--- src/rtl/cache_fill_fsm.sv ---
// cache_fill_fsm: block-fill engine for cache misses; optional FILL_TIMEOUT_EN adds a fill watchdog
module cache_fill_fsm #(
    parameter int ADDR_W          = 16,
    parameter int DATA_W          = 16,
    parameter int WORDS_PER_BLOCK = 8,
    parameter int MEM_LATENCY     = 4
) (
    input  logic                               clk,
    input  logic                               rst,
    input  logic                               miss_detected,
    input  logic [ADDR_W-1:0]                  miss_address,
    input  logic                               memory_data_valid,
    input  logic [DATA_W-1:0]                  memory_data,
    output logic                               fsm_busy,
    output logic                               memory_read_en,
    output logic [ADDR_W-1:0]                  memory_address,
    output logic                               write_data_array,
    output logic                               write_tag_array,
    output logic [$clog2(WORDS_PER_BLOCK)-1:0] data_word_offset,
    output logic [DATA_W-1:0]                  fill_data,
    output logic                               fill_error
);
    localparam int OW = $clog2(WORDS_PER_BLOCK);
    localparam int CW = OW + 1;

    typedef enum logic {IDLE, FILL} state_t;

    state_t            state, state_next;
    logic [ADDR_W-1:0] base, base_next;
    logic [CW-1:0]     issue_cnt, issue_next, ret_cnt, ret_next;

`ifdef FILL_TIMEOUT_EN
    localparam int WDW = $clog2(2 * MEM_LATENCY) > 0 ? $clog2(2 * MEM_LATENCY) : 1;
    logic [WDW-1:0] wd, wd_next;

    always_ff @(posedge clk) begin
        if (rst) wd <= '0;
        else     wd <= wd_next;
    end
`else
    logic unused_latency;
    assign unused_latency = MEM_LATENCY > 0;
`endif

    assign fill_data = memory_data;

    always_ff @(posedge clk) begin
        if (rst) begin
            state     <= IDLE;
            base      <= '0;
            issue_cnt <= '0;
            ret_cnt   <= '0;
        end else begin
            state     <= state_next;
            base      <= base_next;
            issue_cnt <= issue_next;
            ret_cnt   <= ret_next;
        end
    end

    always_comb begin
        state_next       = state;
        base_next        = base;
        issue_next       = issue_cnt;
        ret_next         = ret_cnt;
        fsm_busy         = 1'b0;
        memory_read_en   = 1'b0;
        memory_address   = '0;
        write_data_array = 1'b0;
        write_tag_array  = 1'b0;
        data_word_offset = '0;
        fill_error       = 1'b0;
`ifdef FILL_TIMEOUT_EN
        wd_next = (state == FILL && !memory_data_valid) ? wd + WDW'(1) : '0;
`endif
        if (state == IDLE) begin
            fsm_busy = miss_detected;
            if (miss_detected) begin
                // block spans 2*WORDS_PER_BLOCK bytes
                base_next  = miss_address & ~ADDR_W'(2 * WORDS_PER_BLOCK - 1);
                issue_next = '0;
                ret_next   = '0;
                state_next = FILL;
            end
        end else begin
            fsm_busy       = 1'b1;
            memory_read_en = issue_cnt < CW'(WORDS_PER_BLOCK);
            if (memory_read_en) begin
                memory_address = base + ADDR_W'({issue_cnt, 1'b0});
                issue_next     = issue_cnt + CW'(1);
            end
            if (memory_data_valid) begin
                write_data_array = 1'b1;
                data_word_offset = ret_cnt[OW-1:0];
                ret_next         = ret_cnt + CW'(1);
                if (ret_cnt == CW'(WORDS_PER_BLOCK - 1)) begin
                    write_tag_array = 1'b1;
                    state_next      = IDLE;
                end
            end
`ifdef FILL_TIMEOUT_EN
            else if (wd == WDW'(2 * MEM_LATENCY - 1) && ret_cnt < CW'(WORDS_PER_BLOCK)) begin
                fill_error = 1'b1;
                state_next = IDLE;
            end
`endif
        end
    end
endmodule

--- config.mk ---
export PLATFORM = sky130hd
export DESIGN_NAME = cache_fill_fsm
export DESIGN_NICKNAME = d
export VERILOG_FILES = /design/src/rtl/cache_fill_fsm.sv
export SDC_FILE = /design/constraint.sdc
export NUM_CORES = 1
export LEC_CHECK = 0
export CAP_MARGIN = 20
export CORE_UTILIZATION = 32
export DETAILED_ROUTE_END_ITERATION = 8
export PLACE_DENSITY = 0.79
export SYNTH_ARGS = -nofsm -noshare
export SYNTH_HDL_FRONTEND = slang
export SYNTH_SLANG_ARGS = --single-unit
--- constraint.sdc ---
create_clock -name clk -period 1.23 [get_ports clk]
set_input_delay 0.246 -clock clk [delete_from_list [all_inputs] [get_ports clk]]
set_output_delay 0.246 -clock clk [all_outputs]
set_load 0.005 [all_outputs]
==> After elaboration in Yosys (flattened, before gate mapping) <==
Index checks and enable logic that the tools add are counted.
{ "word_totals": {"ff_bits": 21, "word_cells": 36, "output_inout_bits": 40} }
{ "op_classes": {"add_sub_neg": 3, "bitwise_logic": 1, "muxes": 20, "eq_ne": 3, "magnitude_cmp": 1, "n_reduce_logical": 4} }
{ "ops": {"columns": ["operator", "n"], "rows": [
  ["$mux 16", 2],
  ["$mux 4", 5],
  ["$add 16x5->16", 1],
  ["$mux 1", 11],
  ["$add 4x1->4 const B", 2],
  ["$mux 3", 2],
  ["$reduce_and 2->1", 3],
  ["$eq 4x3->1 const B", 1],
  ["$lt 4x4->1 const B", 1],
  ["$ne 2x1->1 const B", 1],
  ["$ne 2x2->1 const B", 1],
  ["$reduce_bool 2->1", 1],
  ["$not 1->1", 1]
]} }

==> Logic depth before layout (Yosys ltp) <==
{ "depth": {"ltp_word": 4, "depth_mapped": 6, "mapped_depth_nobuf": 4} }

==> Worst setup path before layout <==
Ideal clock, no wire load.
{ "synth_path": {"path_kind": "reg2out", "startpoint": "register state", "endpoint": "output port memory_address[10]", "setup_slack_ps": 10, "arrival_ps": 974, "stages_incl_launch_ff": 6, "required_time_ps": 984, "path_cell_list": "dfxtp_1 buf_6 nand2b_1 inv_1 buf_2 and2_1"} }
{ "synth_via": {"elab_chain_cells": 1} }
{ "synth_rtl": {"columns": ["element", "line", "text"], "rows": [
  ["start: declaration", "28", "state_t state, state_next;"],
  ["start signal: assignment", "54", "state <= state_next;"],
  ["$mux 16", "76", "if (state == IDLE) begin"],
  ["end: declaration", "16", "output logic [ADDR_W-1:0] memory_address,"]
]} }
No other way between the ends.

==> Worst setup path after layout <==
{ "layout_path": {"startpoint": "register issue_cnt[3]", "endpoint": "output port memory_address[8]"} }
{ "layout_via": {"elab_chain_cells": 3, "word_cells_on_any_way": 4, "classes_between": "1 x add/sub; 1 x order compare; 2 x mux"} }
{ "layout_rtl": {"columns": ["element", "line", "text"], "rows": [
  ["start: declaration", "30", "logic [CW-1:0] issue_cnt, issue_next, ret_cnt, ret_next;"],
  ["start signal: assignment", "56", "issue_cnt <= issue_next;"],
  ["$add 16x5->16 or $lt 4x4->1 (tied branches)", "89, 87", null],
  ["$mux 16 *", "88", "if (memory_read_en) begin"],
  ["$mux 16 *", "76", null]
]} }
Mark *: on every way between the ends. The rest lies on a longest branch, timed or not.

==> impl_summary.txt <==
----------------------------------------------------
[Synthesis]
  Total standard cell area after synthesis ... 1120 um2
  Synthesis-stage register bit count ... 21
  Number of warnings printed during yosys synthesis ... 0
  Top FF cell, synth ... sky130_fd_sc_hd__dfxtp_1
  Area share of the leading cell type in the synthesized netlist ... 37.6%
  Gate Count Post-Synth ... 138
  Synth Area in Compound Gates ... 11.1%
  Proportion of synthesized chip area in sequential cells ... 37.6%
  Number of synthesized flops with an enable pin ... 0
  Adder-cell share of the synthesized area ... 2.24%
  Largest family of logic cells by synthesized area ... simple AND/OR/NAND/NOR gates
  Leading cell types by total area after synthesis ... sky130_fd_sc_hd__dfxtp_1 38%, sky130_fd_sc_hd__buf_4 12%, sky130_fd_sc_hd__nand2_1 9.1%
  Average cell area after synthesis ... 8.11 um2
  Yosys top cell by area ... sky130_fd_sc_hd__dfxtp_1
  Unique masters post-synth ... 26
  Mux cell area share after synthesis ... 1.34%
  Simple logic cell fraction of the synthesized area ... 28.3%
  Share of flip-flops with an asynchronous set or reset ... 0%
  Share of the synthesized netlist area taken by xor and xnor gates ... 0.783%

[Timing]
  Share of the clock period used by the worst path after layout ... 127%
  Final clock skew ... 0.00695 ns
  Number of hold-slack violations in the final timing report ... 0
  Fmax ... 0.638 GHz
  Worst Setup Slack, final ... -0.337 ns
  Unrepaired setup endpoints after global routing ... yes
  Final setup violating endpoints ... 42
  Final min period ... 1.57 ns
  Pins Over Slew Limit ... 0

[Final layout]
  Fill cell count ... 286
  Top library cells by usage in the layout, fill and taps aside ... 25 x sky130_fd_sc_hd__buf_6, 22 x sky130_fd_sc_hd__buf_4, 19 x sky130_fd_sc_hd__dfxtp_1, 16 x sky130_fd_sc_hd__nand2_1, 15 x sky130_fd_sc_hd__a21oi_2
  Layout Utilization ... 62.7%
  Number of antenna cells inserted ... 0
  Post-route insts no fill ... 238
  Layout-stage area growth over the synthesis result ... 87.1%
  Finished layout cell area ... 2090 um2
  Layout cells sized above 1 ... 64.6%
  Commonest non-fill, non-tap cell in the layout ... sky130_fd_sc_hd__buf_6
  Post-layout nets ... 231

[CTS]
  Clock latency of the later-clocked register in the worst-skew pair ... 0.30 ns
  Level count of the clock H-tree ... 1
  Clock sink count ... 21
  Maximum clock path buffer count ... 2
  Num CTS Buffers ... 3
  CTS Hold Buffers Added ... 0
  TritonCTS clock tree ... yes
  Cell at the root of the clock tree ... sky130_fd_sc_hd__clkbuf_4
  Clock-pin slew on the worst setup and hold paths ... 0.12 ns

[Global route]
  Global Route Usage Sum ... 16.3%
  Pin count of the biggest net entering global routing ... 15
  Gr ovfl total ... 0
  Initial antenna violation count ... 0
  Vias in the first global route ... 1044
  Wire length of the first global-routing pass ... 4.44 mm

[Place]
  Number of placed instances with taps included ... 220
  # port buffers ... 37
  Placed inst area ... 1550 um2
  DP Worst Slack ... -0.771 ns
  Half-perimeter wire length of the detailed placement result ... 1.71 mm
  GP Congestion ... 0.729

[Run status]
  Outcome ... complete, but fails checks
  Violations in the final reports ... setup timing

[Die]
  Effective utilization at floorplan ... 33.5%
  Placement Rows ... 21
  I/O pin count ... 76
  Chip Width ... 61.1 um
  Die Height ... 61.1 um
  Die Outline Area ... 3740 um2
  Std-Cell Core Area ... 3340 um2

[Setup path]
  Worst Path Max Fanout ... 5
  Endpoint type of the worst setup path ... output pin
  FF-to-FF path depth ... 7
  Worst EP arrival ... 1.32 ns
  Kind of start point of the critical path ... flip-flop
  Data required time at the worst endpoint ... 0.98 ns
  Critical Setup Path Class ... reg -> out

[Detailed routing]
  Initial detailed-routing violation count ... 21
  Antenna-violating nets left ... 0
  Total wire length ... 3.08 mm
  WL/cell ... 13.0 um
  Number of remaining DRC errors ... 0
  Total iterations of the first detailed-routing run ... 4
  Total via count in the routed design ... 1071
  Via density per instance ... 4.50

[Pwr]
  Worst vdd rail ir drop ... 0.664 mV
  PD cells ... 729 nW/um2
  Overall power consumption ... 1530 uW
  Leakage component of the power ... 0.000932 uW

[Job]
  Max Cap Violations ... 0

[Min path]
  Worst min-delay path class ... reg -> reg
  Worst hold path cell count ... 2

----------------------------------------------------
[per-layer routing]
metal / vias to the layer above / wire length [um] / global-route usage (%) / share of wire, %
li1: 543 / - / - / -
met1: 497 / 1210 / 17.6 / 39
met2: 27 / 1710 / 30.9 / 56
met3: 4 / 135 / 5.46 / 4.4
met4: 0 / 27 / 2.92 / 0.88
met5: - / 0 / 0 / 0
[power by group]
| group | switching, uW | internal, uW | total [uW] |
|---|---|---|---|
| Clock | 207 | 126 | 333 |
| Sequential | 17.3 | 710 | 727 |
| Combinational | 198 | 268 | 466 |
| Total | 422 | 1100 | 1530 |
[critical path: stages (launching register included)]
cell	delay, ns
sky130_fd_sc_hd__dfxtp_2	0.35
sky130_fd_sc_hd__nand2b_4	0.13
sky130_fd_sc_hd__inv_4	0.04
sky130_fd_sc_hd__buf_6	0.12
sky130_fd_sc_hd__buf_12	0.13
sky130_fd_sc_hd__and2_4	0.13
sky130_fd_sc_hd__buf_6	0.11
[through the flow]
step           hold slack, ns  setup TNS [ns]
4_1_cts                 0.461           -7.15
3_3_place_gp            0.437          -12.14
5_1_grt                 0.465           -9.60
2_1_floorplan           0.347               0
6_report                0.467           -6.88
3_5_place_dp            0.443          -12.62
[what timing repair did]
| action | in CTS | in global routing |
|---|---|---|
| setup endpoints to repair | 23 | 42 |
| pin swaps | 19 | 30 |
| buffers inserted | 8 | 3 |
| cloned | 2 | 2 |
| gates resized for setup | 135 | 56 |
[final cells by class]
cell class / count / area, um2 / share of cell area [%]
Tap cell: 46 / 57.6 / 2.75
Clock buffer: 4 / 26.3 / 1.26
Sequential cell: 21 / 425 / 20.3
Timing Repair Buffer: 74 / 783 / 37.4
Multi-Input combinational cell: 88 / 779 / 37.2
Inverter: 5 / 21.3 / 1.02
[kinds of logic (layout without fill, tap and decap cells)]
family / Yosys count / after routing
compound gates: 21 / 21
xor+xnor: 1 / 1
fa+ha+maj: 2 / 2
buf+inv: 30 / 83
flops: 21 / 21
mux: 1 / 1
other cells: 1 / 2
simple gates: 61 / 61
[path summary, 6_finish.rpt]
path	from	to	slack (ns)
setup / recovery	issue_cnt[3]	memory_address[8]	-0.34
hold / removal	base[15]	base[15]	0.47
setup reg to reg	state	base[4]	-0.12
hold reg to reg	base[15]	base[15]	0.47
[Yosys cell counts (2+ instances only)]
cell and count:
sky130_fd_sc_hd__nand2b_1 4, sky130_fd_sc_hd__dfxtp_1 21, sky130_fd_sc_hd__buf_2 2, sky130_fd_sc_hd__nor3_1 3, sky130_fd_sc_hd__and3_1 2, sky130_fd_sc_hd__buf_4 18, sky130_fd_sc_hd__nand2_1 27, sky130_fd_sc_hd__ha_1 2
sky130_fd_sc_hd__nand3_1 5, sky130_fd_sc_hd__a21oi_1 17, sky130_fd_sc_hd__and2_1 15, sky130_fd_sc_hd__inv_1 5, sky130_fd_sc_hd__buf_6 3, sky130_fd_sc_hd__clkbuf_1 2
[registers in the layout, indices dropped and copies added (netlist names)]
register   cells
issue_cnt      4
ret_cnt        4
base          12
state          1
Power figures use the tool's default switching activity.
